`config.mk`:
```
export PLATFORM = sky130hd
export DESIGN_NAME = div_unit
export DESIGN_NICKNAME = d
export VERILOG_FILES = /design/src/rtl/div_unit_pkg.sv /design/src/rtl/div_unit.sv
export SDC_FILE = /design/constraint.sdc
export NUM_CORES = 1
export LEC_CHECK = 0
export ABC_AREA = 1
export CORE_MARGIN = 10
export CORE_UTILIZATION = 41
export CTS_CLUSTER_DIAMETER = 50
export DETAILED_ROUTE_END_ITERATION = 10
export HOLD_SLACK_MARGIN = 0.03
export MAX_ROUTING_LAYER = met4
export PLACE_DENSITY_LB_ADDON = 0.08
export SYNTH_ARGS = -nofsm -noshare
export SYNTH_HDL_FRONTEND = slang
export SYNTH_SLANG_ARGS = --single-unit
```
`constraint.sdc`:
```
create_clock -name clk -period 2.9 [get_ports clk]
set_input_delay 0.725 -clock clk [delete_from_list [all_inputs] [get_ports clk]]
set_output_delay 0.725 -clock clk [all_outputs]
set_load 0.01 [all_outputs]
```
`src/rtl/div_unit_pkg.sv`:
```
// Shared types and constants for the multi-cycle MIPS DIV/DIVU unit.
// Holds the FSM encoding, datapath widths and the operand magnitude helper.
package div_unit_pkg;

    localparam int ITER         = 32;
    localparam int CNT_W        = 6;
    localparam int DATA_W       = 32;
    localparam int DOUBLE_W     = 64;
    localparam logic DIV_READY     = 1'b1;
    localparam logic DIV_NOT_READY = 1'b0;

    typedef enum logic [1:0] {
        DIV_FREE   = 2'b00,
        DIV_BYZERO = 2'b01,
        DIV_ON     = 2'b10,
        DIV_END    = 2'b11
    } div_state_e;

    // Magnitude of x when treated as signed; raw value for unsigned divides.
    function automatic logic [DATA_W-1:0] abs_val(input logic [DATA_W-1:0] x,
                                                  input logic              is_signed);
        return (is_signed && x[DATA_W-1]) ? (~x + 32'd1) : x;
    endfunction

endpackage

```
`src/rtl/div_unit.sv`:
```
// Restoring 32/32 divider answering the EX stage's start/ready handshake.
// result_o = {remainder, quotient}; both outputs are registered.
//
// state      | meaning
// DIV_FREE   | idle, waiting for start_i
// DIV_BYZERO | divisor was zero, zero result next edge
// DIV_ON     | one restoring step per edge, 32 steps then result load
// DIV_END    | result held until EX drops start_i
module div_unit
    import div_unit_pkg::*;
(
    input  logic                clk,
    input  logic                rst,
    input  logic                signed_div_i,
    input  logic [DATA_W-1:0]   opdata1_i,
    input  logic [DATA_W-1:0]   opdata2_i,
    input  logic                start_i,
    input  logic                annul_i,
    output logic [DOUBLE_W-1:0] result_o,
    output logic                ready_o
);

    div_state_e            state_q, state_d;
    logic [CNT_W-1:0]      cnt_q, cnt_d;
    logic [DOUBLE_W:0]     work_q, work_d;
    logic [DATA_W-1:0]     divisor_q, divisor_d;
    logic                  neg_quot_q, neg_quot_d;
    logic                  neg_rem_q, neg_rem_d;
    logic [DOUBLE_W-1:0]   result_q, result_d;
    logic                  ready_q, ready_d;

    logic [DATA_W:0]       diff;
    logic [DATA_W-1:0]     quot_fix;
    logic [DATA_W-1:0]     rem_fix;

    assign diff     = {1'b0, work_q[63:32]} - {1'b0, divisor_q};
    assign quot_fix = neg_quot_q ? (~work_q[31:0] + 32'd1) : work_q[31:0];
    assign rem_fix  = neg_rem_q  ? (~work_q[64:33] + 32'd1) : work_q[64:33];

    always_comb begin
        state_d    = state_q;
        cnt_d      = cnt_q;
        work_d     = work_q;
        divisor_d  = divisor_q;
        neg_quot_d = neg_quot_q;
        neg_rem_d  = neg_rem_q;
        result_d   = result_q;
        ready_d    = ready_q;

        case (state_q)
            DIV_FREE: begin
                ready_d  = DIV_NOT_READY;
                result_d = '0;
                if (start_i && !annul_i) begin
                    divisor_d  = abs_val(opdata2_i, signed_div_i);
                    work_d     = {32'b0, abs_val(opdata1_i, signed_div_i), 1'b0};
                    neg_quot_d = signed_div_i & (opdata1_i[31] ^ opdata2_i[31]);
                    neg_rem_d  = signed_div_i & opdata1_i[31];
                    cnt_d      = '0;
                    state_d    = (opdata2_i == '0) ? DIV_BYZERO : DIV_ON;
                end
            end
            DIV_BYZERO: begin
                if (annul_i) begin
                    state_d = DIV_FREE;
                end else begin
                    state_d  = DIV_END;
                    result_d = '0;
                    ready_d  = DIV_READY;
                end
            end
            DIV_ON: begin
                if (annul_i) begin
                    state_d  = DIV_FREE;
                    cnt_d    = '0;
                    ready_d  = DIV_NOT_READY;
                    result_d = '0;
                end else if (cnt_q == CNT_W'(ITER)) begin
                    result_d = {rem_fix, quot_fix};
                    ready_d  = DIV_READY;
                    state_d  = DIV_END;
                end else begin
                    // Borrow out means the divisor did not fit: shift in a 0 quotient bit.
                    work_d = diff[32] ? {work_q[63:0], 1'b0}
                                      : {diff[31:0], work_q[31:0], 1'b1};
                    cnt_d  = cnt_q + CNT_W'(1);
                end
            end
            DIV_END: begin
                if (!start_i) begin
                    state_d  = DIV_FREE;
                    ready_d  = DIV_NOT_READY;
                    result_d = '0;
                end
            end
            default: state_d = DIV_FREE;
        endcase
    end

    always_ff @(posedge clk) begin
        if (rst) begin
            state_q    <= DIV_FREE;
            cnt_q      <= '0;
            work_q     <= '0;
            divisor_q  <= '0;
            neg_quot_q <= 1'b0;
            neg_rem_q  <= 1'b0;
            result_q   <= '0;
            ready_q    <= DIV_NOT_READY;
        end else begin
            state_q    <= state_d;
            cnt_q      <= cnt_d;
            work_q     <= work_d;
            divisor_q  <= divisor_d;
            neg_quot_q <= neg_quot_d;
            neg_rem_q  <= neg_rem_d;
            result_q   <= result_d;
            ready_q    <= ready_d;
        end
    end

    assign result_o = result_q;
    assign ready_o  = ready_q;

endmodule

```
==> run_results.csv, run 1 <==
group,metric,value,unit
cts,cts-root-buf,"clkbuf_16",
placement,gp_congestion,0.963,
critical_path,r2r_start,"work_q[32]",
sta,hold_violations,0,
placement,hpwl,33600,µm
routing,drtIter0Drc,1070,
grt,antenna_found_initial,0,
pwr,ir_drop,0.421,mV
die,std_cell_rows,64,
synthesis,synth_edf_count,0,
critical_path,end_kind,"flop",
sta,fin_setup_tns,0,ns
cells_and_area,final_util,49.9,%
cts,ctsHoldBuffers,0,
critical_path,critPathKind,"reg2reg",
synthesis,synth_area_leaders,"dfxtp_1 (27%), nand2_1 (20%), a21oi_1 (8.7%)",
critical_path,critPathMaxFanout,22,
sta,rsz0062_at_grt,"false",
routing,ant_nets,0,
grt,grt_pass1_vias,12500,
cts,clk_path_buf_depth,2,
die,start_util,41.8,%
routing,via_count,13700,
run,max_cap_violations,0,
synthesis,synth_flop_cell,"dfxtp_1",
synthesis,postSynthAreaPerCell,5.91,µm²
die,fp.dieH,197,µm
synthesis,ys_ff_latch,172,
pwr,p_leak,7.30,nW
routing,drtPass1Iterations,5,
cts,clock_sinks,172,
grt,grt_max_degree,124,
cells_and_area,final_common_cell,"nand2_1",
worst_hold_path,holdPathStages,2,
die,coreArea,30800,µm²
sta,fmax,0.379,GHz
pwr,powerDensity,676,nW/µm²
cells_and_area,final_cell_mix,"nand2_1 (680), inv_1 (288), a21oi_1 (224)",
grt,grt_usage,22.0,%
routing,avgRoutedWirePerCell,15.5,µm
routing,drc_errors,0,
cts,cts_buffers,17,
critical_path,required,3.21,ns
cells_and_area,syn2layout_area_growth,19.4,%
critical_path,r2r-end,"work_q[36]",
cells_and_area,nNetsFinal,2416,
cells_and_area,antenna_cells,0,
sta,fin_skew,0.0111,ns
cts,htreeDepth,4,
grt,grt_overflow,0,
critical_path,critPathLaunchType,"flop",
synthesis,syn_inst,2183,
routing,drt-vias-per-instance,5.06,
critical_path,arrival,2.95,ns
synthesis,synth_area,12900,µm²
synthesis,syn_nets,2297,
synthesis,ys_warn_count,0,
synthesis,yosysSeqAreaShare,26.7,%
worst_hold_path,min_to,"ready_o",
die,die_area,39000,µm²
synthesis,synth_top_cell_area_share,26.7,%
status,status,"completed",
sta,drv_slew,0,
cts,clk_pin_slew,0.07,ns
die,die_w,197,µm
sta,post-route-min-period,2.64,ns
cells_and_area,drive_above_1_share,6.05,%
routing,wirelength,42000,µm
cts,tritoncts,"built",
worst_hold_path,min_from,"ready_o",
sta,tightest_slew,0.906,ns
critical_path,reg2regPathDepth,16,
sta,slew_headroom,39.5,%
placement,port_buffers,133,
synthesis,synth_cell_types,47,
critical_path,ff2ff_setup_slack,0.26,ns
synthesis,synth_top_area_cell,"dfxtp_1",
sta,period_share,90.9,%
worst_hold_path,hold_path_class,"reg2reg",
grt,grt_pass1_wl,67000,µm
die,ioPinCount,134,
synthesis,async_reset_ff_share,0,%
sta,setup_viol,0,
cts,clk_latency,0.45,ns
state kept, by name, summed over array words and instances (netlist names):
name        flops
work_q         65
divisor_q      32
neg_quot_q      1
result_o       64
state_q         2
neg_rem_q       1
ready_o         1
cnt_q           6
synthesized netlist by cell type (3+ instances only):
master / number
nand2_1: 680
inv_1: 288
a21oi_1: 224
nand3_1: 210
dfxtp_1: 172
nor2_1: 164
o21ai_0: 84
ha_1: 44
clkbuf_1: 42
xor2_1: 38
nand4_1: 28
buf_2: 27
o21ai_1: 22
nor3_1: 21
xnor2_1: 21
inv_2: 16
nand2_2: 10
o211ai_1: 10
a21oi_2: 8
nand3b_1: 8
nor2_2: 8
buf_1: 6
o221ai_1: 5
and2_1: 4
nor3_2: 4
o21ai_2: 4
o21bai_1: 4
o31ai_1: 4
nand2_4: 3
nor4_1: 3
or2_2: 3
worst max-delay path: stages (launching register included):
cell	delay, ns
dfxtp_1	0.37
inv_1	0.16
ha_1	0.25
fa_1	0.36
inv_1	0.13
nand3_1	0.08
nand3_1	0.15
nand2_1	0.09
nand2_2	0.10
nand2_2	0.07
nand2_2	0.08
nand2_4	0.07
nand2_8	0.18
buf_4	0.19
nand2_1	0.08
nand3_1	0.08
a21oi_1	0.06
power by group:
group	switching, W	total (W)	leakage [nW]	internal [W]
combinational	0.00334	0.00505	5.63	0.00170
clock	0.00108	0.00231	0.277	0.00122
sequential	0.000374	0.00306	1.40	0.00268
final cells by class:
| class | instances | area (µm²) |
|---|---|---|
| Clock inverter | 14 | 138 |
| Sequential cell | 172 | 3440 |
| Tap cell | 396 | 495 |
| Multi-Input combinational cell | 1628 | 7990 |
| Clock buffer | 18 | 439 |
| Inverter | 305 | 1140 |
| Fill cell | 3319 | 15400 |
| Timing Repair Buffer | 178 | 1740 |
what timing repair did:
item | in CTS | in global routing
endpoints found under the setup margin | 0 | 22
buffers inserted | 0 | 0
gates resized for setup | 0 | 1
endpoints found under the hold margin | 0 | 0
logic make-up after synthesis:
family / Yosys count / synth area share [%]
simple gates: 1152 / 37.8
buf+inv: 383 / 11.5
compound gates: 372 / 15.6
flops: 172 / 26.7
xor+xnor: 59 / 4.01
fa+ha+maj: 45 / 4.42
stage by stage:
stage	power (W)	cell area [µm²]	instances	setup slack, ns	hold WS (ns)
2_1_floorplan	0.00661	12900	2183	0.725	0.456
3_3_place_gp	0.00807	14800	2679	0.128	0.438
3_5_place_dp	0.00810	14800	2679	0.152	0.442
4_1_cts	0.0104	15400	2711	0.174	0.452
5_1_grt	0.0113	15400	2711	0.0314	0.469
6_report	0.0104	15400	2711	0.263	0.452
per-layer routing:
layer	vias to the layer above	wire, µm	global-route usage (%)
met3	31	2510	3.15
met5	-	0	-
met2	345	16100	28.6
li1	7241	-	-
met1	6112	22800	33.9
met4	0	603	5.33
how the worst max path moves through the flow:
stage | from | endpoint | depth (start not counted)
after floorplan | work_q[32] | work_q[57] | 16
after global placement | annul_i | work_q[29] | 9
after detailed placement | opdata2_i[0] | divisor_q[24] | 12
after CTS | work_q[32] | work_q[44] | 16
after global routing | work_q[32] | work_q[53] | 16
final | work_q[32] | work_q[36] | 16
Note: power is estimated with default switching activity, not from simulation.
==> run 2: changes to the inputs <==
--- a/config.mk
+++ b/config.mk
@@ -7,7 +7,7 @@
 export LEC_CHECK = 0
 export ABC_AREA = 1
 export CORE_MARGIN = 10
-export CORE_UTILIZATION = 41
+export CORE_UTILIZATION = 45
 export CTS_CLUSTER_DIAMETER = 50
 export DETAILED_ROUTE_END_ITERATION = 10
 export HOLD_SLACK_MARGIN = 0.03
==> run 2 against run 1 <==
Sequential power is essentially flat; clock skew decreased by 0.0011 ns; global-route usage increased by 0.91 points.
==> run_results.csv, run 2 (synthesized netlist as in run 1, its figures left out) <==
group,metric,value,unit
cells_and_area,fill_cells,3013,
routing,ant_nets,0,
cells_and_area,syn2layout_area_growth,19.3,%
cts,tritoncts,"built",
die,ioPinCount,134,
critical_path,cpPeakStageDelay,0.36,ns
sta,slew_headroom,41.5,%
cts,clk_latency,0.44,ns
critical_path,critPathLaunchType,"flop",
cts,htreeDepth,4,
die,die_area,35800,µm²
critical_path,r2r_start,"work_q[32]",
critical_path,worstPathCellList,"inv_1, ha_1, fa_1, inv_1, nand3_1, nand3_1, nand2_1, nand2_2, nand2_2, nand2_2, nand2_4, nand2_4, buf_12, nand2_4, nand2_1, nand2_1, a21oi_1",
pwr,combPwrFrac,48.0,%
cts,ctsHoldBuffers,0,
placement,gp_congestion,0.990,
routing,drtIter0Drc,1064,
cells_and_area,area.sequential,3440,µm²
routing,wirelength,40800,µm
routing,drt-vias-per-instance,5.15,
sta,post-route-min-period,2.59,ns
pwr,p_leak,7.30,nW
critical_path,required,3.27,ns
sta,setup_viol,0,
routing,drc_errors,0,
grt,grt_overflow,0,
routing,avgRoutedWirePerCell,15.1,µm
cells_and_area,antenna_cells,0,
routing,drtPass1Iterations,5,
cts,cts-root-buf,"clkbuf_16",
critical_path,slowest_stage,"fa_1",
routing,via_count,13900,
placement,hpwl,32200,µm
die,coreArea,28000,µm²
cts,clk_pin_slew,0.07,ns
cts,clk_path_buf_depth,2,
critical_path,worst-path-buf-inv,3,
sta,fin_setup_tns,0,ns
pwr,internal_power,0.00574,W
cells_and_area,nNetsFinal,2414,
die,fp.dieH,189,µm
cells_and_area,multi_input_area,7980,µm²
sta,fmax,0.386,GHz
worst_hold_path,holdPathStages,2,
worst_hold_path,min_from,"result_o[42]",
critical_path,critPathMaxFanout,19,
cells_and_area,drive_above_1_share,5.97,%
cells_and_area,final_cell_mix,"nand2_1 (680), inv_1 (288), a21oi_1 (224)",
status,status,"completed",
cells_and_area,largest-register,"work_q",
pwr,p_clk_share,23.0,%
critical_path,ff2ff_setup_slack,0.31,ns
sta,setup_ws,0.307,ns
critical_path,arrival,2.96,ns
worst_hold_path,min_to,"result_o[42]",
critical_path,reg2regPathDepth,17,
cts,clock_sinks,172,
die,std_cell_rows,61,
pwr,seq_power_share,29.0,%
grt,grt_pass1_wl,65800,µm
pwr,p_sw_share,45.3,%
cts,cts_resized,0,
critical_path,cpLargestDelayFamily,"simple AND/OR/NAND/NOR gates",
pwr,p_switching,0.00476,W
grt,antenna_found_initial,0,
pwr,ir_drop,0.388,mV
grt,grt_usage,22.9,%
critical_path,r2r-end,"work_q[62]",
die,die_w,189,µm
sta,fin_skew,0.00999,ns
sta,tightest_slew,0.877,ns
run,max_cap_violations,0,
grt,grt_pass1_vias,12600,
placement,dp_slack,0.174,ns
cells_and_area,largest_reg_flops,65,
die,start_util,46.0,%
cts,post-cts-setup-buffer-count,0,
placement,port_buffers,133,
pwr,powerDensity,683,nW/µm²
cts,cts_buffers,17,
critical_path,critPathKind,"reg2reg",
worst_hold_path,hold_path_class,"reg2reg",
sta,period_share,89.4,%
critical_path,end_kind,"flop",
cells_and_area,final_common_cell,"nand2_1",
sta,drv_slew,0,
grt,grt_max_degree,124,
sta,rsz0062_at_grt,"false",
sta,hold_violations,0,
run 2: cell count changes in the layout (fill, tap and decap cells not counted), moves of 2 or more:
cell / previous run / this run
buf_4: 40 / 38
clkbuf_8: 1 / 4
clkinv_4: 3 / 0
clkinvlp_4: 3 / 5
run 2: worst max-delay path by stage:
stage                            end    startpoint  cells after the start
after floorplan           work_q[57]    work_q[32]                     16
after global placement    work_q[32]  opdata1_i[3]                     10
after detailed placement  work_q[32]  opdata1_i[3]                     10
after CTS                 work_q[62]    work_q[32]                     17
after global routing      work_q[64]    work_q[32]                     17
final                     work_q[62]    work_q[32]                     17
run 2: power groups by stage:
stage / Clock, W / Sequential (W) / Combinational, W
3_5_place_dp: 0 / 0.00308 / 0.00497
4_1_cts: 0.00246 / 0.00303 / 0.00499
3_3_place_gp: 0 / 0.00307 / 0.00491
6_report: 0.00242 / 0.00304 / 0.00504
2_1_floorplan: 0 / 0.00296 / 0.00365
5_1_grt: 0.00257 / 0.00309 / 0.00570
run 2: layout make-up:
cell class	instances	share of cell area, %
clock buffers	21	3.12
multi-input cells	1628	51.9
well taps	378	3.07
inverters	305	7.44
repair buffers	176	11.2
flip-flops and latches	172	22.4
clock inverters	11	0.854
run 2: routing by layer:
layer | share of wire (%) | GRT usage (%) | wire (µm)
met2 | 38 | 30.0 | 15700
met3 | 6.9 | 4.39 | 2810
met1 | 53 | 34.6 | 21700
met4 | 1.4 | 5.37 | 582
met5 | 0 | - | 0
run 2: worst register-to-register path, stage by stage (launching register included):
cell,delay [ns]
dfxtp_1,0.34
inv_1,0.14
ha_1,0.25
fa_1,0.36
inv_1,0.13
nand3_1,0.09
nand3_1,0.14
nand2_1,0.08
nand2_2,0.10
nand2_2,0.07
nand2_2,0.08
nand2_4,0.06
nand2_4,0.08
buf_12,0.16
nand2_4,0.15
nand2_1,0.13
nand2_1,0.06
a21oi_1,0.11
run 2: metrics by stage:
stage | hold WS [ns] | total power [W] | instance area [µm²] | instances | util [%]
after floorplan | 0.456 | 0.00661 | 12900 | 2183 | -
after global placement | 0.449 | 0.00798 | 14800 | 2659 | 52.7
after CTS | 0.466 | 0.0105 | 15400 | 2691 | 54.9
after global routing | 0.480 | 0.0113 | 15400 | 2691 | 54.9
final | 0.462 | 0.0105 | 15400 | 2691 | 54.9
after detailed placement | 0.455 | 0.00805 | 14800 | 2659 | 52.7
